### config.mk
export PLATFORM = sky130hd
export DESIGN_NAME = nbit_cpu
export DESIGN_NICKNAME = d
export VERILOG_FILES = /design/src/rtl/nbit_cpu.sv
export SDC_FILE = /design/constraint.sdc
export NUM_CORES = 1
export LEC_CHECK = 0
export ABC_AREA = 1
export CORE_MARGIN = 5
export CORE_UTILIZATION = 48
export CTS_CLUSTER_DIAMETER = 200
export DETAILED_ROUTE_END_ITERATION = 12
export GPL_TIMING_DRIVEN = 0
export PLACE_DENSITY = 0.89
export SLEW_MARGIN = 20
export SYNTH_ARGS = -nofsm -noshare
export SYNTH_HDL_FRONTEND = slang
export SYNTH_SLANG_ARGS = --single-unit
### constraint.sdc
create_clock -name clock -period 3.9 [get_ports clock]
set_input_delay 0.78 -clock clock [delete_from_list [all_inputs] [get_ports clock]]
set_output_delay 0.78 -clock clock [all_outputs]
set_load 0.03 [all_outputs]
### src/rtl/nbit_cpu.sv
// nbit_cpu: single-cycle accumulator CPU with RUN/HALT FSM.
// Optional B counter with LDB/DJNZ enabled by macro NBIT_CPU_DJNZ_EN.
`default_nettype none

module nbit_cpu #(
   parameter int WIDTH = 4,
   parameter int AW    = 4
) (
   input  logic             clock,
   input  logic             reset,
   input  logic             run,
   output logic [AW-1:0]    addr,
   input  logic [WIDTH+2:0] data,
   output logic [WIDTH-1:0] A,
   output logic             carry,
   output logic             halted
);

   typedef enum logic [0:0] {
      S_RUN  = 1'b0,
      S_HALT = 1'b1
   } state_t;

   localparam logic [2:0] OP_NOP  = 3'b000;
   localparam logic [2:0] OP_NOT  = 3'b001;
   localparam logic [2:0] OP_LDI  = 3'b010;
   localparam logic [2:0] OP_ADD  = 3'b011;
   localparam logic [2:0] OP_LDB  = 3'b100;
   localparam logic [2:0] OP_DJNZ = 3'b101;
   localparam logic [2:0] OP_JZ   = 3'b110;
   localparam logic [2:0] OP_HLT  = 3'b111;

   state_t           state_q, state_d;
   logic [AW-1:0]    ip_q, ip_d;
   logic [WIDTH-1:0] a_q, a_d;
   logic             carry_q, carry_d;

   logic [2:0]       w_op;
   logic [WIDTH-1:0] w_imm;
   logic [AW-1:0]    w_ip_inc;
   logic [WIDTH:0]   w_sum;

   assign w_op     = data[WIDTH+2:WIDTH];
   assign w_imm    = data[WIDTH-1:0];
   assign w_ip_inc = ip_q + AW'(1);
   assign w_sum    = {1'b0, a_q} + {1'b0, w_imm};

`ifdef NBIT_CPU_DJNZ_EN
   logic [WIDTH-1:0] b_q, b_d;
   logic [WIDTH-1:0] w_b_dec;

   assign w_b_dec = b_q - WIDTH'(1);
`endif

   always_comb begin
      state_d = state_q;
      ip_d    = ip_q;
      a_d     = a_q;
      carry_d = carry_q;
`ifdef NBIT_CPU_DJNZ_EN
      b_d     = b_q;
`endif
      if (state_q == S_RUN && run) begin
         ip_d = w_ip_inc;
         case (w_op)
            OP_NOP: ;
            OP_NOT: a_d = ~a_q;
            OP_LDI: begin
               a_d     = w_imm;
               carry_d = 1'b0;
            end
            OP_ADD: {carry_d, a_d} = w_sum;
`ifdef NBIT_CPU_DJNZ_EN
            OP_LDB: b_d = w_imm;
            OP_DJNZ: begin
               b_d = w_b_dec;
               if (w_b_dec != '0) ip_d = w_imm[AW-1:0];
            end
`endif
            OP_JZ: begin
               if (a_q == '0) ip_d = w_imm[AW-1:0];
            end
            OP_HLT: begin
               // Halting instruction leaves IP pointing at itself.
               state_d = S_HALT;
               ip_d    = ip_q;
            end
            default: ;
         endcase
      end
   end

   always_ff @(posedge clock or negedge reset) begin
      if (!reset) begin
         state_q <= S_RUN;
         ip_q    <= '0;
         a_q     <= '0;
         carry_q <= 1'b0;
      end else begin
         state_q <= state_d;
         ip_q    <= ip_d;
         a_q     <= a_d;
         carry_q <= carry_d;
      end
   end

`ifdef NBIT_CPU_DJNZ_EN
   always_ff @(posedge clock or negedge reset) begin
      if (!reset) b_q <= '0;
      else        b_q <= b_d;
   end
`endif

   assign addr   = ip_q;
   assign A      = a_q;
   assign carry  = carry_q;
   assign halted = (state_q == S_HALT);

endmodule

`default_nettype wire

Word level (Yosys, flattened, before mapping)
Index checks and enable logic that the tools add are counted.
{ "word_totals": {"ff_bits": 10, "input_bits": 10, "wordCells": 26} }
{ "classes": {"n_addsub": 2, "n_eq_ne": 5, "muxes": 4, "bitwise_logic": 3, "n_reduce_logical": 8} }
{ "ops": {"columns": ["cell", "count"], "rows": [
  ["$pmux W4 S3", 1],
  ["$pmux W4 S2", 1],
  ["$reduce_and A2 Y1", 4],
  ["$eq A3 B2 Y1 const B", 2],
  ["$eq A3 B3 Y1 const B", 2],
  ["$add A4 B4 Y5", 1],
  ["$add A4 B1 Y4 const B", 1],
  ["$logic_not A4 Y1", 1],
  ["$mux W4", 1],
  ["$not A4 Y4", 1],
  ["$eq A3 B1 Y1 const B", 1],
  ["$reduce_bool A3 Y1", 1],
  ["$not A1 Y1", 2],
  ["$pmux W1 S2", 1],
  ["$reduce_bool A2 Y1", 1],
  ["$logic_and A1 B1 Y1", 1]
]} }

Logic depth before layout (Yosys ltp)
{ "logic_depth": {"depth_word": 3, "ltp_mapped": 7, "depth_no_buf": 7} }

Worst setup path after synthesis
No wires, ideal clock.
{ "synth_path": {"path_kind": "input -> register", "start": "input data[0]", "end": "register a_q[2], in the netlist A[2]", "setup_ns": 0.117, "arrival_time_ns": 1.836, "required_ns": 3.783, "setup_slack_ns": 1.947, "stages": 7, "cell_sequence": "ha_1 -> fa_1 -> or2_2 -> nand3_1 -> nand3_1 -> nand2_1 -> nand2_1"} }
{ "synth_via": {"elab_chain_cells": 2} }
{ "synth_rtl": {"columns": ["element", "line", "rtl"], "rows": [
  ["from (decl)", "13", "input logic [WIDTH+2:0] data,"],
  ["$add A4 B4 Y5", "46", "assign w_sum = {1'b0, a_q} + {1'b0, w_imm};"],
  ["$pmux W4 S3", "65", "case (w_op)"],
  ["to (signal assigned)", "97", "a_q <= '0;"],
  ["to (signal assigned)", "102", "a_q <= a_d;"],
  ["to (decl)", "35", "logic [WIDTH-1:0] a_q, a_d;"]
]} }
Every way passes these cells.
A chain may end at the register's enable or synchronous reset.

Worst setup path after layout
Ends and elaborated chain as after synthesis.

==> flow_metrics.env <==
export IMPL_status="finished clean"
export IMPL_rr_endpoint="A[2]"
export IMPL_synth_nets=136
export IMPL_fp_dieH_um=50.7
export IMPL_grt_pass1_vias=787
export IMPL_drt_iter0_drc=16
export IMPL_rsz0062_at_grt="no"
export IMPL_avgRoutedWirePerCell_um=11.8
export IMPL_fmax_mhz=449
export IMPL_worst_pin_slew_ps=508
export IMPL_rows=14
export IMPL_worstReg2RegStart="A[0]"
export IMPL_wl_um=1880
export IMPL_drc_errors=0
export IMPL_power_density_nw_per_um2=227
export IMPL_drive_gt1_share_pct=10.5
export IMPL_hold_violations=0
export IMPL_ys_warn_count=0
export IMPL_start_util_pct=51.5
export IMPL_post_cts_buffers=0
export IMPL_critPathRequiredTime_ps=4080
export IMPL_antenna_cells=0
export IMPL_cp_arrival_ps=2410
export IMPL_r2r_cells=7
export IMPL_overflow=0
export IMPL_max_slew_margin_pct=66.0
export IMPL_fin_cells=159
export IMPL_fill_cells=128
export IMPL_reg2reg_slack_ps=2190
export IMPL_core_area_um2=1540
export IMPL_grt_max_degree=11
export IMPL_cts_hold_buffers=0
export IMPL_dp_hpwl_um=1510
export IMPL_hold_class="register to register"
export IMPL_vias=817
export IMPL_first_pass_iters=4
export IMPL_cts_sinks=10
export IMPL_postSynthCellCount=120
export IMPL_crit_start="data[0]"
export IMPL_max_cap_violations=0
export IMPL_cts_made_buffers=3
export IMPL_syn_area_um2=793
export IMPL_syn2layout_area_growth_pct=31.1
export IMPL_synth_ff_latch_count=10
export IMPL_fin_crit_ps=2230
export IMPL_skew_ps=1.42
export IMPL_min_delay_start="halted"
export IMPL_grt_first_pass_wirelength_um=3310
export IMPL_ios=20
export IMPL_drv_slew=0
export IMPL_fin_tns_setup_ps=0
export IMPL_htreeDepth=1
export IMPL_critPathKind="input port to register"
export IMPL_synth_distinct_cells=19
export IMPL_root_buffer="clkbuf_4"
export IMPL_ctsResizeCount=0
export IMPL_synth_compound_area_share_pct=6.47
export IMPL_synth_xor_area_share_pct=1.10
export IMPL_setup_ws_ps=1670
export IMPL_endpoint_kind="register"
export IMPL_hold_worst_slack_ps=502
export IMPL_yosys_area_share_simple_pct=40.4
export IMPL_clkTransAtPathRegs_ps=70
export IMPL_antenna_found_initial=0
export IMPL_place_congestion=0.811
export IMPL_syn_avg_cell_area_um2=6.61
export IMPL_die_area_um2=2570
export IMPL_ant_nets=0
export IMPL_setup_viol=0
export IMPL_synth_area_mux_share_pct=0
export IMPL_port_buffers=19
export IMPL_clk_latency_ps=280
export IMPL_power_leakage_nw=0.538
export IMPL_worst_setup_path_start_kind="input port"
export IMPL_yosys_area_share_adder_pct=10.4
export IMPL_cts_tree="built"
export IMPL_yosysSeqAreaShare_pct=31.5
export IMPL_finalCritPeriodShare_pct=57.2
export IMPL_synth_top_family_by_area="simple AND/OR/NAND/NOR gates"
export IMPL_fin_nets=160
export IMPL_placed_cells=155
export IMPL_vdd_ir_drop_worst_mv=0.146
export IMPL_pre_cts_ws_ps=1380
export IMPL_worstSetupEndpoint="A[2]"
export IMPL_critPathMaxFanout=3
export IMPL_cts_max_path_buffers=2
export IMPL_grt_util_all_layers_pct=16.6
export IMPL_die_x_um=50.7
export IMPL_via_per_inst=5.14
## metal layers
| metal | up-vias | GRT usage (%) | routed length, um |
|---|---|---|---|
| met5 | - | 0 | 0 |
| met4 | 0 | 7.66 | 32 |
| met3 | 3 | 4.44 | 114 |
| met2 | 20 | 27.9 | 884 |
| met1 | 369 | 19.4 | 845 |
| li1 | 425 | - | - |
## flip-flops by register name, summed over array words and instances, names as in the netlist
| signal | count |
|---|---|
| A | 4 |
| addr | 4 |
| carry | 1 |
| halted | 1 |
## report_power, final
part           switching, mW  internal, mW
Clock                 0.0425        0.0569
Combinational         0.0180        0.0149
Sequential                 0         0.104
## kinds of logic (layout without fill, tap and decap cells)
family / after synthesis / after routing
AO/OA/AOI/OAI: 9 / 9
adder cells (fa/ha/maj): 6 / 6
AND/OR/NAND/NOR: 73 / 73
XOR/XNOR: 1 / 1
flip-flops: 10 / 10
buffers and inverters: 21 / 44
## worst max-delay path, stage by stage
cell             delay (ps)
clkdlybuf4s50_1         440
ha_1                    250
fa_1                    400
or2_2                   280
nand3_1                  80
nand3_1                  70
nand2_1                  60
nand2_1                  40
## cell usage in the layout (no fill, tap or decap), drive strengths merged
| master | Yosys | final |
|---|---|---|
| nor2 | 10 | 10 |
| nand4 | 2 | 2 |
| o211ai | 1 | 1 |
| clkinv | 1 | 1 |
| dfrtp | 10 | 10 |
| inv | 20 | 20 |
| clkdlybuf4s50 | 0 | 19 |
| xnor2 | 1 | 1 |
| fa | 1 | 1 |
| nand3 | 17 | 17 |
| o21ai | 5 | 5 |
| a21oi | 3 | 3 |
| nand2 | 43 | 43 |
| or2 | 1 | 1 |
| clkbuf | 0 | 4 |
| ha | 5 | 5 |
## worst min-delay path by stage
| stage | to | slack, ps | depth (start not counted) |
|---|---|---|---|
| after floorplan | A[0] | 480 | 0 |
| after global placement | halted | 470 | 2 |
| after detailed placement | halted | 490 | 2 |
| after CTS | halted | 510 | 2 |
| after global routing | halted | 520 | 2 |
| final | halted | 500 | 2 |
## layout make-up
cell class                 instances  area (um2)  share of cell area, %
timing repair buffer              19         190                   18.3
multi-input combinational         89         463                   44.5
sequential                        10         250                   24.1
tap                               16        20.0                   1.93
clock buffer                       4        36.3                   3.49
inverter                          21        80.1                   7.70
## cells in the mapped netlist
master	count	area, um2
a21oi_1	2	10.0
a21oi_2	1	8.76
clkinv_2	1	5.00
dfrtp_1	10	250
fa_1	1	20.0
ha_1	5	62.6
inv_1	19	71.3
inv_2	1	3.75
nand2_1	40	150
nand2_2	3	18.8
nand3_1	17	85.1
nand4_1	2	12.5
nor2_1	6	22.5
nor2_2	4	25.0
o211ai_1	1	7.51
o21ai_0	2	10.0
o21ai_1	3	15.0
or2_2	1	6.26
xnor2_1	1	8.76
## metrics by stage
stage	power (mW)	util, %	cell area [um2]
after floorplan	0.121	-	793
after global placement	0.137	65.1	1000
after detailed placement	0.138	65.1	1000
after CTS	0.239	67.5	1040
after global routing	0.249	67.5	1040
final	0.236	67.5	1040
No activity file was read; power rests on OpenSTA's default activity.
